`config.mk`:
```
export PLATFORM = sky130hd
export DESIGN_NAME = dma_copy_engine
export DESIGN_NICKNAME = d
export VERILOG_FILES = /design/src/rtl/dma_copy_engine.sv
export SDC_FILE = /design/constraint.sdc
export NUM_CORES = 1
export LEC_CHECK = 0
export ABC_CLOCK_PERIOD_IN_PS = 6000
export CAP_MARGIN = 20
export CORE_MARGIN = 1.5
export CORE_UTILIZATION = 52
export DETAILED_ROUTE_END_ITERATION = 7
export PLACE_DENSITY = 0.93
export SYNTH_ARGS = -nofsm -noshare
export SYNTH_HDL_FRONTEND = slang
export SYNTH_SLANG_ARGS = --single-unit
```
`constraint.sdc`:
```
create_clock -name clk -period 6 [get_ports clk]
set_input_delay 0.9 -clock clk [delete_from_list [all_inputs] [get_ports clk]]
set_output_delay 0.9 -clock clk [all_outputs]
set_load 0.1 [all_outputs]
```
`src/rtl/dma_copy_engine.sv`:
```
// Single-outstanding memory-to-memory copy engine for the memory controller's DMA port.
// Reads one word, writes it, and repeats until len words are copied, aborted, or timed out.
module dma_copy_engine #(
  parameter int DATA_WIDTH = 32,
  parameter int ADDR_WIDTH = 28,
  parameter int LEN_WIDTH  = 16,
  parameter int TIMEOUT    = 255
) (
  input  logic                  clk,
  input  logic                  rst_n,
  input  logic                  start,
  input  logic [ADDR_WIDTH-1:0] src_addr,
  input  logic [ADDR_WIDTH-1:0] dst_addr,
  input  logic [LEN_WIDTH-1:0]  len,
  input  logic                  abort,
  output logic                  busy,
  output logic                  done,
  output logic                  error,
  output logic                  aborted,
  output logic [LEN_WIDTH-1:0]  xfer_count,
  output logic                  mem_en,
  output logic                  mem_wr_en,
  output logic [ADDR_WIDTH-1:0] mem_addr,
  output logic [DATA_WIDTH-1:0] mem_wdata,
  input  logic [DATA_WIDTH-1:0] mem_rdata,
  input  logic                  mem_valid
);

  localparam int WAIT_W = (TIMEOUT < 2) ? 1 : $clog2(TIMEOUT + 1);

  typedef enum logic [2:0] {
    IDLE    = 3'd0,
    RD_REQ  = 3'd1,
    RD_WAIT = 3'd2,
    WR_REQ  = 3'd3,
    WR_WAIT = 3'd4,
    FINISH  = 3'd5
  } state_e;

  state_e                state_q, state_d;
  logic [ADDR_WIDTH-1:0] src_q, src_d;
  logic [ADDR_WIDTH-1:0] dst_q, dst_d;
  logic [LEN_WIDTH-1:0]  len_q, len_d;
  logic [LEN_WIDTH-1:0]  count_q, count_d, count_inc;
  logic [WAIT_W-1:0]     wait_q, wait_d, wait_inc;
  logic                  error_q, error_d;
  logic                  aborted_q, aborted_d;
  logic                  stop;

  logic                  busy_q, busy_d;
  logic                  done_q, done_d;
  logic                  mem_en_q, mem_en_d;
  logic                  mem_wr_en_q, mem_wr_en_d;
  logic [ADDR_WIDTH-1:0] mem_addr_q, mem_addr_d;
  logic [DATA_WIDTH-1:0] mem_wdata_q, mem_wdata_d;

  always_comb begin
    state_d   = state_q;
    src_d     = src_q;
    dst_d     = dst_q;
    len_d     = len_q;
    count_d   = count_q;
    wait_d    = '0;
    error_d   = error_q;
    aborted_d = aborted_q;
    wait_inc  = wait_q + WAIT_W'(1);
    count_inc = count_q + LEN_WIDTH'(1);
    // An abort seen at any point of an access ends the transfer once that access completes.
    stop      = aborted_q | abort;

    case (state_q)
      IDLE: begin
        if (start) begin
          src_d     = src_addr;
          dst_d     = dst_addr;
          len_d     = len;
          count_d   = '0;
          error_d   = 1'b0;
          aborted_d = 1'b0;
          state_d   = (len == '0) ? FINISH : RD_REQ;
        end
      end
      RD_REQ: begin
        aborted_d = stop;
        state_d   = RD_WAIT;
      end
      RD_WAIT: begin
        aborted_d = stop;
        if (mem_valid) begin
          state_d = stop ? FINISH : WR_REQ;
        end else if (wait_inc == WAIT_W'(TIMEOUT)) begin
          error_d = 1'b1;
          state_d = FINISH;
        end else begin
          wait_d = wait_inc;
        end
      end
      WR_REQ: begin
        aborted_d = stop;
        state_d   = WR_WAIT;
      end
      WR_WAIT: begin
        aborted_d = stop;
        if (mem_valid) begin
          count_d = count_inc;
          state_d = (stop || count_inc == len_q) ? FINISH : RD_REQ;
        end else if (wait_inc == WAIT_W'(TIMEOUT)) begin
          error_d = 1'b1;
          state_d = FINISH;
        end else begin
          wait_d = wait_inc;
        end
      end
      FINISH:  state_d = IDLE;
      default: state_d = IDLE;
    endcase

    // Outputs are registered from the next state so each one lines up with its state cycle.
    busy_d      = (state_d != IDLE);
    done_d      = (state_d == FINISH);
    mem_en_d    = (state_d == RD_REQ) || (state_d == WR_REQ);
    mem_wr_en_d = (state_d == WR_REQ);
    mem_addr_d  = '0;
    mem_wdata_d = '0;
    if (state_d == RD_REQ) begin
      mem_addr_d = src_d + ADDR_WIDTH'(count_d);
    end else if (state_d == WR_REQ) begin
      mem_addr_d  = dst_d + ADDR_WIDTH'(count_d);
      mem_wdata_d = mem_rdata;
    end
  end

  always_ff @(posedge clk or negedge rst_n) begin
    if (!rst_n) begin
      state_q     <= IDLE;
      src_q       <= '0;
      dst_q       <= '0;
      len_q       <= '0;
      count_q     <= '0;
      wait_q      <= '0;
      error_q     <= 1'b0;
      aborted_q   <= 1'b0;
      busy_q      <= 1'b0;
      done_q      <= 1'b0;
      mem_en_q    <= 1'b0;
      mem_wr_en_q <= 1'b0;
      mem_addr_q  <= '0;
      mem_wdata_q <= '0;
    end else begin
      state_q     <= state_d;
      src_q       <= src_d;
      dst_q       <= dst_d;
      len_q       <= len_d;
      count_q     <= count_d;
      wait_q      <= wait_d;
      error_q     <= error_d;
      aborted_q   <= aborted_d;
      busy_q      <= busy_d;
      done_q      <= done_d;
      mem_en_q    <= mem_en_d;
      mem_wr_en_q <= mem_wr_en_d;
      mem_addr_q  <= mem_addr_d;
      mem_wdata_q <= mem_wdata_d;
    end
  end

  assign busy       = busy_q;
  assign done       = done_q;
  assign error      = error_q;
  assign aborted    = aborted_q;
  assign xfer_count = count_q;
  assign mem_en     = mem_en_q;
  assign mem_wr_en  = mem_wr_en_q;
  assign mem_addr   = mem_addr_q;
  assign mem_wdata  = mem_wdata_q;

endmodule
```
==> load_flow_metrics.sql, run 1 <==
INSERT INTO impl_metrics (metric_group, metric, value, unit) VALUES
('drt', 'route.vias.total', '7384', ''),
('layout', 'layout.nets', '1171', ''),
('yosys', 'yosysWarnings', '0', ''),
('timing', 'max_clock_freq', '0.211', 'GHz'),
('clock_network', 'cts.hold.buffers_added', '0', ''),
('clock_network', 'insertion_delay', '0.44', 'ns'),
('placed_design', 'dpl-instance-area', '0.0109', 'mm2'),
('timing', 'worstMarginPinSlew', '1.03', 'ns'),
('floorplanning', 'fp.dieW', '134', 'um'),
('global_route', 'first_global_vias', '7399', ''),
('yosys', 'synth_top_area_frac', '0.465', ''),
('job', 'maxcap_violations', '0', ''),
('layout', 'layout_common_cells', '189 x sky130_fd_sc_hd__clkdlybuf4s50_1, 165 x sky130_fd_sc_hd__dfrtp_1, 60 x sky130_fd_sc_hd__mux2_2', ''),
('clock_network', 'cts.sinks', '165', ''),
('status', 'run_status', 'completed', ''),
('pwr', 'cellPowerDensity', '486', 'mW/mm2'),
('yosys', 'ys.flop_type', 'sky130_fd_sc_hd__dfrtp_1', ''),
('timing', 'finalClockSkew', '0.00824', 'ns'),
('global_route', 'largest_net_degree_at_the_start_of_global_routing', '110', ''),
('yosys', 'ys_top_cells_by_area', 'sky130_fd_sc_hd__dfrtp_1 47%, sky130_fd_sc_hd__mux2_2 7.6%, sky130_fd_sc_hd__ha_1 4.9%', ''),
('drt', 'postRouteAntennaNets', '0', ''),
('pwr', 'finalPower', '5.62', 'mW'),
('clock_network', 'max-clock-path-buffers', '2', ''),
('yosys', 'yosys.cell_types.count', '70', ''),
('clock_network', 'postCtsResizedCells', '0', ''),
('layout', 'post-route-cell-area', '0.0116', 'mm2'),
('hold_path', 'hold_wc_path_type', 'flip-flop to flip-flop', ''),
('setup_path', 'endpoint_kind', 'flip-flop', ''),
('clock_network', 'clock-root-buffer', 'sky130_fd_sc_hd__clkbuf_16', ''),
('layout', 'diodes', '0', ''),
('layout', 'drive_gt1_frac', '0.112', ''),
('timing', 'slew_headroom', '0.308', ''),
('floorplanning', 'start_util', '0.533', ''),
('setup_path', 'crit_path_start_kind', 'primary input', ''),
('yosys', 'synth-edff-count', '0', ''),
('drt', 'dr.pass1.iters', '5', ''),
('floorplanning', 'floorplan.core_area', '0.0166', 'mm2'),
('timing', 'layout_worst_path_cycle_share', '0.792', ''),
('placed_design', 'gp_congestion', '0.923', ''),
('drt', 'wl_per_cell', '18.7', 'um'),
('yosys', 'synthDominantAreaCellType', 'sky130_fd_sc_hd__dfrtp_1', ''),
('global_route', 'grt_antenna_before_repair', '0', ''),
('yosys', 'synth.yosys.seq_area_share', '0.465', ''),
('yosys', 'async_sr_flop_fraction', '1.00', ''),
('floorplanning', 'dieHeight', '134', 'um'),
('timing', 'final_period_minus_worst_setup_slack', '4.75', 'ns'),
('yosys', 'synthesis.instances', '840', ''),
('yosys', 'post_syn_area_per_cell', '10.6', 'um2'),
('timing', 'rsz0062_at_grt', 'no', ''),
('yosys', 'ys_seq_elements', '165', ''),
('timing', 'number_of_slew_limit_violations_in_the_final_report', '0', ''),
('drt', 'post_drt_via_cell_ratio', '5.87', ''),
('clock_network', 'cts_inserted_buffers', '17', ''),
('floorplanning', 'top_level_ports', '191', ''),
('setup_path', 'crit_required', '6.33', 'ns'),
('clock_network', 'postCtsSetupRepairBufs', '0', ''),
('clock_network', 'clock_tree.htree_level_count', '4', ''),
('clock_network', 'path_clk_slew', '0.06', 'ns'),
('timing', 'final.hold.worst_slack', '0.502', 'ns'),
('placed_design', 'hpwlAfterDp', '17000', 'um'),
('drt', 'first_iter_violations', '781', ''),
('yosys', 'postSynthNetCount', '986', ''),
('layout', 'layout_commonest_cell', 'sky130_fd_sc_hd__clkdlybuf4s50_1', ''),
('yosys', 'netlist_area', '0.00887', 'mm2'),
('setup_path', 'critical_path_class', 'primary input to flip-flop', ''),
('global_route', 'grt_pass1_wl', '38200', 'um'),
('drt', 'totalWireLength', '23600', 'um'),
('floorplanning', 'die_ar', '0.0179', 'mm2'),
('global_route', 'grt_overflow', '0', ''),
('clock_network', 'tritoncts', 'yes', ''),
('floorplanning', 'placementRows', '47', ''),
('timing', 'final_hold_viol_count', '0', ''),
('global_route', 'gr-usage-all-layers', '0.274', ''),
('layout', 'layout-area-overhead-vs-synth', '30.3', '%'),
('timing', 'tns', '0', 'ns'),
('pwr', 'ir_drop', '0.380', 'mV'),
('setup_path', 'critical_path_peak_fanout', '9', ''),
('timing', 'setup_viol_count_final', '0', ''),
('placed_design', 'place.port_buffers', '190', ''),
('setup_path', 'worst-endpoint-arrival', '5.08', 'ns'),
('drt', 'drc', '0', ''),
('pwr', 'p_leak', '4.90', 'nW');
-- layer usage --
layer	up-vias	GRT usage	wire length, um
li1	3397	-	-
met1	3553	0.355	9680
met2	379	0.445	11300
met3	55	0.0731	1960
met4	0	0.0990	604
met5	-	0	0
-- cell type report --
class                           instances  area (um2)
Timing Repair Buffer                  201        1990
Inverter                               30         113
Multi-Input combinational cell        610        4440
Fill cell                            1179        5080
Clock buffer                           19         443
Tap cell                              220         275
Sequential cell                       165        4130
Clock inverter                         13         174
-- kinds of logic (layout without fill, tap and decap cells) --
group,after synthesis,after routing,share of synthesized area
AO/OA/AOI/OAI,195,195,0.142
multiplexers,76,76,0.0942
buffers and inverters,65,263,0.0341
flip-flops,165,165,0.465
AND/OR/NAND/NOR,235,235,0.144
adder cells (fa/ha/maj),37,37,0.0539
XOR/XNOR,67,67,0.0661
-- registers in the layout, summed over array words and instances (netlist names), 3 cells and up --
register,cells
state_q,3
wait_q,8
mem_wdata,32
mem_addr,28
len_q,16
src_q,28
dst_q,28
xfer_count,16
-- metrics by stage --
stage / setup slack [ns] / utilization / cells
floorplan: 1.12 / - / 840
global placement: 1.10 / 0.657 / 1226
detailed placement: 0.903 / 0.657 / 1226
CTS: 1.34 / 0.695 / 1258
global route: 0.953 / 0.695 / 1258
finish: 1.25 / 0.695 / 1258
-- cells in the mapped netlist, types with 13 or more instances --
cell                         n
sky130_fd_sc_hd__a21o_1     13
sky130_fd_sc_hd__xnor2_1    44
sky130_fd_sc_hd__o22ai_1    25
sky130_fd_sc_hd__dfrtp_1   165
sky130_fd_sc_hd__mux2i_1    16
sky130_fd_sc_hd__buf_2      13
sky130_fd_sc_hd__xor2_1     23
sky130_fd_sc_hd__inv_1      30
sky130_fd_sc_hd__o21ai_0    45
sky130_fd_sc_hd__nand3_1    25
sky130_fd_sc_hd__and2_1     35
sky130_fd_sc_hd__a21oi_1    39
sky130_fd_sc_hd__clkbuf_1   14
sky130_fd_sc_hd__nor2_1     48
sky130_fd_sc_hd__nand2_1    48
sky130_fd_sc_hd__mux2_2     60
sky130_fd_sc_hd__ha_1       35
-- power by group --
group | internal, mW | total [mW] | switching (mW) | leakage (nW)
logic | 0.955 | 2.80 | 1.85 | 2.49
clock network | 0.672 | 1.15 | 0.473 | 0.291
registers | 1.48 | 1.67 | 0.190 | 2.12
total | 3.11 | 5.62 | 2.51 | 4.90
-- critical path, cell delays in order --
cell	delay, ns
sky130_fd_sc_hd__clkdlybuf4s50_1	0.52
sky130_fd_sc_hd__nor4b_4	0.60
sky130_fd_sc_hd__buf_4	0.30
sky130_fd_sc_hd__mux2_2	0.37
sky130_fd_sc_hd__ha_1	0.35
sky130_fd_sc_hd__o21ai_0	0.12
sky130_fd_sc_hd__o21ai_0	0.32
sky130_fd_sc_hd__a21oi_1	0.15
sky130_fd_sc_hd__o31ai_1	0.36
sky130_fd_sc_hd__o2111ai_1	0.30
sky130_fd_sc_hd__a21oi_1	0.35
sky130_fd_sc_hd__a21oi_1	0.12
sky130_fd_sc_hd__o32ai_1	0.30
-- final timing paths --
path | startpoint | endpoint | slack, ns | depth (start not counted)
worst max-delay path | start | mem_addr[27] | 1.25 | 13
worst min-delay path | dst_q[0] | dst_q[0] | 0.50 | 1
worst max register to register | xfer_count[0] | mem_addr[27] | 1.50 | 14
worst min register to register | dst_q[0] | dst_q[0] | 0.50 | 1
max in group asynchronous | rst_n | dst_q[13] | 4.10 | 2
min in group asynchronous | rst_n | len_q[7] | 0.60 | 1
Note: power is estimated with default switching activity, not from simulation.
==> inputs of run 2 (changes only) <==
ABC_CLOCK_PERIOD_IN_PS = 4100   (was 6000)
CORE_UTILIZATION = 47   (was 52)
PLACE_DENSITY = 0.89   (was 0.93)
clock period = 4.1 ns   (was 6 ns; I/O delays follow)
==> load_flow_metrics.sql, run 2 (synthesis results as in run 1) <==
INSERT INTO impl_metrics (metric_group, metric, value, unit) VALUES
('timing', 'final_period_minus_worst_setup_slack', '3.93', 'ns'),
('clock_network', 'max-clock-path-buffers', '2', ''),
('floorplanning', 'fp.dieW', '140', 'um'),
('setup_path', 'critical_path_peak_fanout', '14', ''),
('clock_network', 'tritoncts', 'yes', ''),
('timing', 'rsz0062_at_grt', 'no', ''),
('timing', 'layout_worst_path_cycle_share', '0.958', ''),
('setup_path', 'worst-endpoint-arrival', '4.23', 'ns'),
('clock_network', 'cts.sinks', '165', ''),
('global_route', 'grt_overflow', '0', ''),
('layout', 'multi_input_area', '0.00454', 'mm2'),
('drt', 'post_drt_via_cell_ratio', '5.69', ''),
('pwr', 'finalPower', '8.53', 'mW'),
('drt', 'drc', '0', ''),
('layout', 'post-route-cell-area', '0.0123', 'mm2'),
('setup_path', 'timing.rr.start', 'state_q[0]', ''),
('timing', 'worstMarginPinSlew', '1.01', 'ns'),
('setup_path', 'reg2reg_to', 'mem_addr[19]', ''),
('setup_path', 'timing.reg2reg.worst_path_depth', '15', ''),
('setup_path', 'critical_path_class', 'primary input to flip-flop', ''),
('global_route', 'gr-usage-all-layers', '0.257', ''),
('layout', 'layout_common_cells', '189 x sky130_fd_sc_hd__clkdlybuf4s50_1, 162 x sky130_fd_sc_hd__dfrtp_1, 83 x sky130_fd_sc_hd__buf_4', ''),
('timing', 'tns', '0', 'ns'),
('floorplanning', 'die_ar', '0.0197', 'mm2'),
('setup_path', 'timing.reg2reg.setup_slack', '0.22', 'ns'),
('drt', 'route.vias.total', '7664', ''),
('job', 'maxcap_violations', '0', ''),
('floorplanning', 'top_level_ports', '191', ''),
('floorplanning', 'placementRows', '50', ''),
('layout', 'layout.nets', '1246', ''),
('placed_design', 'dpl-instance-area', '0.0116', 'mm2'),
('floorplanning', 'floorplan.core_area', '0.0186', 'mm2'),
('clock_network', 'clock-root-buffer', 'sky130_fd_sc_hd__clkbuf_16', ''),
('layout', 'diodes', '0', ''),
('layout', 'fill_cells', '1360', ''),
('drt', 'first_iter_violations', '572', ''),
('pwr', 'p_leak', '5.28', 'nW'),
('clock_network', 'cts_inserted_buffers', '17', ''),
('clock_network', 'clock_tree.htree_level_count', '4', ''),
('timing', 'max_clock_freq', '0.255', 'GHz'),
('clock_network', 'postCtsResizedCells', '0', ''),
('placed_design', 'gp_congestion', '0.937', ''),
('timing', 'slew_headroom', '0.323', ''),
('layout', 'layout_commonest_cell', 'sky130_fd_sc_hd__clkdlybuf4s50_1', ''),
('clock_network', 'insertion_delay', '0.44', 'ns'),
('clock_network', 'cts.hold.buffers_added', '0', ''),
('timing', 'setup_viol_count_final', '0', ''),
('global_route', 'largest_net_degree_at_the_start_of_global_routing', '112', ''),
('placed_design', 'place.port_buffers', '190', ''),
('global_route', 'grt_pass1_wl', '39600', 'um'),
('global_route', 'first_global_vias', '7883', ''),
('timing', 'number_of_slew_limit_violations_in_the_final_report', '0', ''),
('timing', 'final_hold_viol_count', '0', ''),
('timing', 'finalClockSkew', '0.0138', 'ns'),
('layout', 'ff_latch_area', '0.00413', 'mm2'),
('clock_network', 'path_clk_slew', '0.07', 'ns'),
('floorplanning', 'dieHeight', '140', 'um'),
('layout', 'drive_gt1_frac', '0.186', ''),
('status', 'run_status', 'completed', ''),
('pwr', 'cellPowerDensity', '696', 'mW/mm2'),
('setup_path', 'crit_required', '4.41', 'ns'),
('setup_path', 'crit_path_start_kind', 'primary input', ''),
('hold_path', 'hold_wc_path_type', 'primary input to asynchronous set/reset pin', ''),
('pwr', 'ir_drop', '0.505', 'mV'),
('setup_path', 'endpoint_kind', 'flip-flop', ''),
('layout', 'layout-area-overhead-vs-synth', '38.2', '%'),
('placed_design', 'hpwlAfterDp', '18200', 'um'),
('drt', 'dr.pass1.iters', '5', ''),
('clock_network', 'postCtsSetupRepairBufs', '0', ''),
('drt', 'totalWireLength', '24500', 'um'),
('drt', 'wl_per_cell', '18.2', 'um'),
('layout', 'largest_register_ffs', '32', ''),
('global_route', 'grt_antenna_before_repair', '0', ''),
('drt', 'postRouteAntennaNets', '0', ''),
('floorplanning', 'start_util', '0.477', '');
[run 2: cell types whose count changed in the layout (fill, tap and decap cells not counted), moves of 2 or more]
cell / previous run / this run
sky130_fd_sc_hd__bufinv_16: 3 / 1
sky130_fd_sc_hd__dfrtp_1: 165 / 162
sky130_fd_sc_hd__nor4_1: 10 / 8
sky130_fd_sc_hd__ha_1: 35 / 33
sky130_fd_sc_hd__o31ai_2: 0 / 3
sky130_fd_sc_hd__buf_4: 11 / 83
sky130_fd_sc_hd__ha_4: 0 / 2
sky130_fd_sc_hd__clkinvlp_4: 3 / 1
sky130_fd_sc_hd__inv_8: 0 / 4
sky130_fd_sc_hd__buf_12: 0 / 2
sky130_fd_sc_hd__nor4_2: 1 / 3
sky130_fd_sc_hd__dfrtp_2: 0 / 3
sky130_fd_sc_hd__o31ai_1: 11 / 8
[run 2: per-stage QoR]
step / hold slack, ns / setup slack [ns] / cells / utilization
floorplan: 0.319 / -0.0499 / 840 / -
global placement: 0.482 / -0.274 / 1314 / 0.624
detailed placement: 0.490 / -0.348 / 1314 / 0.624
CTS: 0.365 / 0.0217 / 1346 / 0.655
global route: 0.0482 / 0.0102 / 1347 / 0.660
finish: 0.0382 / 0.174 / 1347 / 0.660
[run 2: power by group]
part | total, mW | internal [mW] | leakage, nW | switching [mW]
sequential | 2.43 | 2.17 | 2.11 | 0.262
clock | 1.61 | 0.868 | 0.287 | 0.738
combinational | 4.49 | 1.70 | 2.88 | 2.79
[run 2: worst max-delay path by stage]
stage,from,end,slack (ns),depth (start not counted)
2_1_floorplan,xfer_count[3],mem_addr[25],-0.05,16
3_3_place_gp,start,mem_addr[27],-0.27,13
3_5_place_dp,start,mem_addr[27],-0.35,13
4_1_cts,xfer_count[0],mem_addr[27],0.02,15
5_1_grt,xfer_count[3],mem_addr[16],0.01,13
6_report,start,mem_addr[19],0.17,13
[run 2: layer usage]
layer | vias up | GRT usage | share of wire
li1 | 3548 | - | -
met1 | 3735 | 0.317 | 0.41
met2 | 327 | 0.427 | 0.48
met3 | 54 | 0.0680 | 0.079
met4 | 0 | 0.109 | 0.032
met5 | - | 0 | 0
[run 2: cell type report]
class	instances	area share
inverters	30	0.00919
repair buffers	276	0.212
well taps	234	0.0239
multi-input cells	610	0.370
clock buffers	18	0.0350
clock inverters	14	0.0131
flip-flops and latches	165	0.337
[run 2: worst max-delay path, stage by stage]
cell and delay (ns):
sky130_fd_sc_hd__clkdlybuf4s50_1 0.53, sky130_fd_sc_hd__nor4b_4 0.31, sky130_fd_sc_hd__buf_12 0.20, sky130_fd_sc_hd__mux2_2 0.36
sky130_fd_sc_hd__ha_1 0.34, sky130_fd_sc_hd__o21ai_0 0.11, sky130_fd_sc_hd__o21a_1 0.20, sky130_fd_sc_hd__o31a_1 0.31
sky130_fd_sc_hd__or4bb_1 0.48, sky130_fd_sc_hd__a21o_2 0.31, sky130_fd_sc_hd__nor3_2 0.17, sky130_fd_sc_hd__xnor2_1 0.16
sky130_fd_sc_hd__o22ai_1 0.12
==> inputs of run 3 (changes only) <==
CAP_MARGIN = unset   (was 20)
==> load_flow_metrics.sql, run 3 (synthesis results as in run 1) <==
INSERT INTO impl_metrics (metric_group, metric, value, unit) VALUES
('layout', 'layout.nets', '1245', ''),
('floorplanning', 'die_ar', '0.0197', 'mm2'),
('timing', 'final_period_minus_worst_setup_slack', '3.92', 'ns'),
('floorplanning', 'dieHeight', '140', 'um'),
('drt', 'drc', '0', ''),
('placed_design', 'pre_cts_setup_slack', '-0.348', 'ns'),
('drt', 'totalWireLength', '24700', 'um'),
('clock_network', 'tritoncts', 'yes', ''),
('placed_design', 'gp_congestion', '0.937', ''),
('floorplanning', 'fp.dieW', '140', 'um'),
('placed_design', 'place.port_buffers', '190', ''),
('clock_network', 'postCtsSetupRepairBufs', '0', ''),
('placed_design', 'dp_cells', '1314', ''),
('setup_path', 'reg2reg_to', 'mem_addr[19]', ''),
('clock_network', 'postCtsResizedCells', '0', ''),
('drt', 'postRouteAntennaNets', '0', ''),
('layout', 'layout-area-overhead-vs-synth', '37.9', '%'),
('timing', 'final_hold_viol_count', '0', ''),
('hold_path', 'hold_wc_path_type', 'primary input to asynchronous set/reset pin', ''),
('layout', 'drive_gt1_frac', '0.185', ''),
('drt', 'wl_per_cell', '18.3', 'um'),
('clock_network', 'insertion_delay', '0.44', 'ns'),
('floorplanning', 'start_util', '0.477', ''),
('floorplanning', 'floorplan.core_area', '0.0186', 'mm2'),
('timing', 'number_of_slew_limit_violations_in_the_final_report', '0', ''),
('drt', 'route.vias.total', '7713', ''),
('clock_network', 'cts.hold.buffers_added', '0', ''),
('layout', 'diodes', '0', ''),
('layout', 'fin_util', '0.658', ''),
('timing', 'setup_viol_count_final', '0', ''),
('status', 'run_status', 'completed', ''),
('global_route', 'largest_net_degree_at_the_start_of_global_routing', '112', ''),
('floorplanning', 'placementRows', '50', ''),
('floorplanning', 'top_level_ports', '191', ''),
('timing', 'slew_headroom', '0.323', ''),
('setup_path', 'critical_path_peak_fanout', '14', ''),
('setup_path', 'crit_path_start_kind', 'primary input', ''),
('pwr', 'ir_drop', '0.505', 'mV'),
('clock_network', 'path_clk_slew', '0.08', 'ns'),
('setup_path', 'worst-endpoint-arrival', '4.23', 'ns'),
('clock_network', 'cts.sinks', '165', ''),
('drt', 'first_iter_violations', '493', ''),
('timing', 'finalClockSkew', '0.0147', 'ns'),
('layout', 'layout_commonest_cell', 'sky130_fd_sc_hd__clkdlybuf4s50_1', ''),
('timing', 'worstMarginPinSlew', '1.01', 'ns'),
('setup_path', 'worst-path-buf-inv', '2', ''),
('layout', 'largest_register_ffs', '32', ''),
('drt', 'post_drt_via_cell_ratio', '5.73', ''),
('setup_path', 'endpoint_kind', 'flip-flop', ''),
('placed_design', 'hpwlAfterDp', '18200', 'um'),
('setup_path', 'worstPathCellList', 'clkdlybuf4s50_1, nor4b_4, buf_12, mux2_2, ha_1, o21ai_0, o21a_1, o31a_1, or4bb_1, a21o_2, nor3_2, xnor2_1, o22ai_1', ''),
('layout', 'final-instance-count-excl-fill', '1346', ''),
('global_route', 'grt_overflow', '0', ''),
('clock_network', 'cts_inserted_buffers', '17', ''),
('setup_path', 'worst-path-stages', '13', ''),
('clock_network', 'max-clock-path-buffers', '2', ''),
('drt', 'dr.pass1.iters', '7', ''),
('clock_network', 'clock-root-buffer', 'sky130_fd_sc_hd__clkbuf_16', ''),
('setup_path', 'crit_end', 'mem_addr[19]', ''),
('layout', 'layout_common_cells', '189 x sky130_fd_sc_hd__clkdlybuf4s50_1, 162 x sky130_fd_sc_hd__dfrtp_1, 83 x sky130_fd_sc_hd__buf_4', ''),
('setup_path', 'timing.reg2reg.setup_slack', '0.23', 'ns'),
('setup_path', 'timing.rr.start', 'state_q[0]', ''),
('setup_path', 'critical_path_class', 'primary input to flip-flop', ''),
('pwr', 'cellPowerDensity', '698', 'mW/mm2'),
('timing', 'layout_worst_path_cycle_share', '0.955', ''),
('timing', 'final.hold.worst_slack', '0.327', 'ns'),
('setup_path', 'max_stage_delay', '0.54', 'ns'),
('setup_path', 'timing.critical_path.from', 'start', ''),
('clock_network', 'clock_tree.htree_level_count', '4', ''),
('timing', 'rsz0062_at_grt', 'no', ''),
('timing', 'max_clock_freq', '0.255', 'GHz'),
('setup_path', 'timing.reg2reg.worst_path_depth', '15', ''),
('pwr', 'finalPower', '8.53', 'mW'),
('pwr', 'p_leak', '5.27', 'nW'),
('global_route', 'grt_pass1_wl', '39600', 'um'),
('setup_path', 'path_delay_family', 'compound AO/OA/AOI/OAI gates', ''),
('setup_path', 'crit_required', '4.41', 'ns'),
('global_route', 'grt_antenna_before_repair', '0', ''),
('timing', 'fin_ws', '0.184', 'ns'),
('global_route', 'first_global_vias', '7883', ''),
('setup_path', 'critPathSlowestCell', 'sky130_fd_sc_hd__clkdlybuf4s50_1', ''),
('global_route', 'gr-usage-all-layers', '0.257', ''),
('job', 'maxcap_violations', '0', '');
run 3: metrics by stage:
step	cell area [um2]	setup TNS [ns]
floorplan	8950	-0.0511
global placement	11600	-2.27
detailed placement	11600	-3.76
CTS	12200	0
global route	12200	0
finish	12200	0
run 3: worst reg2reg max path: stages (launching register included):
cell	delay (ns)
sky130_fd_sc_hd__dfrtp_1	0.43
sky130_fd_sc_hd__nor2_1	0.24
sky130_fd_sc_hd__nand3_1	0.30
sky130_fd_sc_hd__buf_4	0.25
sky130_fd_sc_hd__nor2_1	0.07
sky130_fd_sc_hd__o21ai_0	0.07
sky130_fd_sc_hd__o21ai_0	0.19
sky130_fd_sc_hd__ha_1	0.32
sky130_fd_sc_hd__o21ai_0	0.14
sky130_fd_sc_hd__o21a_1	0.20
sky130_fd_sc_hd__o31a_1	0.31
sky130_fd_sc_hd__or4bb_1	0.49
sky130_fd_sc_hd__a21o_2	0.31
sky130_fd_sc_hd__nor3_2	0.17
sky130_fd_sc_hd__xnor2_1	0.16
sky130_fd_sc_hd__o22ai_1	0.11
run 3: final cells by class:
type,instances,area [um2]
clock inverters,14,160
inverters,30,113
flip-flops and latches,165,4130
repair buffers,275,2570
well taps,234,293
fillers,1362,6350
clock buffers,18,429
multi-input cells,610,4540
run 3: layer usage:
layer  vias to the layer above  GRT usage  share of wire
met5                         -          0              0
met2                       321      0.427           0.48
met4                         0      0.109          0.031
met3                        56     0.0680          0.076
li1                       3546          -              -
met1                      3790      0.317           0.42
run 3: report_power, final:
| group | internal (mW) | total (mW) | switching, mW |
|---|---|---|---|
| registers | 2.17 | 2.43 | 0.264 |
| logic | 1.70 | 4.49 | 2.79 |
| clock network | 0.868 | 1.61 | 0.741 |
| total | 4.74 | 8.53 | 3.80 |
run 3: worst min path at each step:
stage	start	endpoint	slack, ns	cells after the start
2_1_floorplan	rst_n	aborted	0.32	0
3_3_place_gp	src_q[11]	src_q[11]	0.48	1
3_5_place_dp	dst_q[8]	dst_q[8]	0.49	1
4_1_cts	rst_n	len_q[2]	0.37	1
5_1_grt	rst_n	len_q[2]	0.42	1
6_report	rst_n	len_q[2]	0.33	1
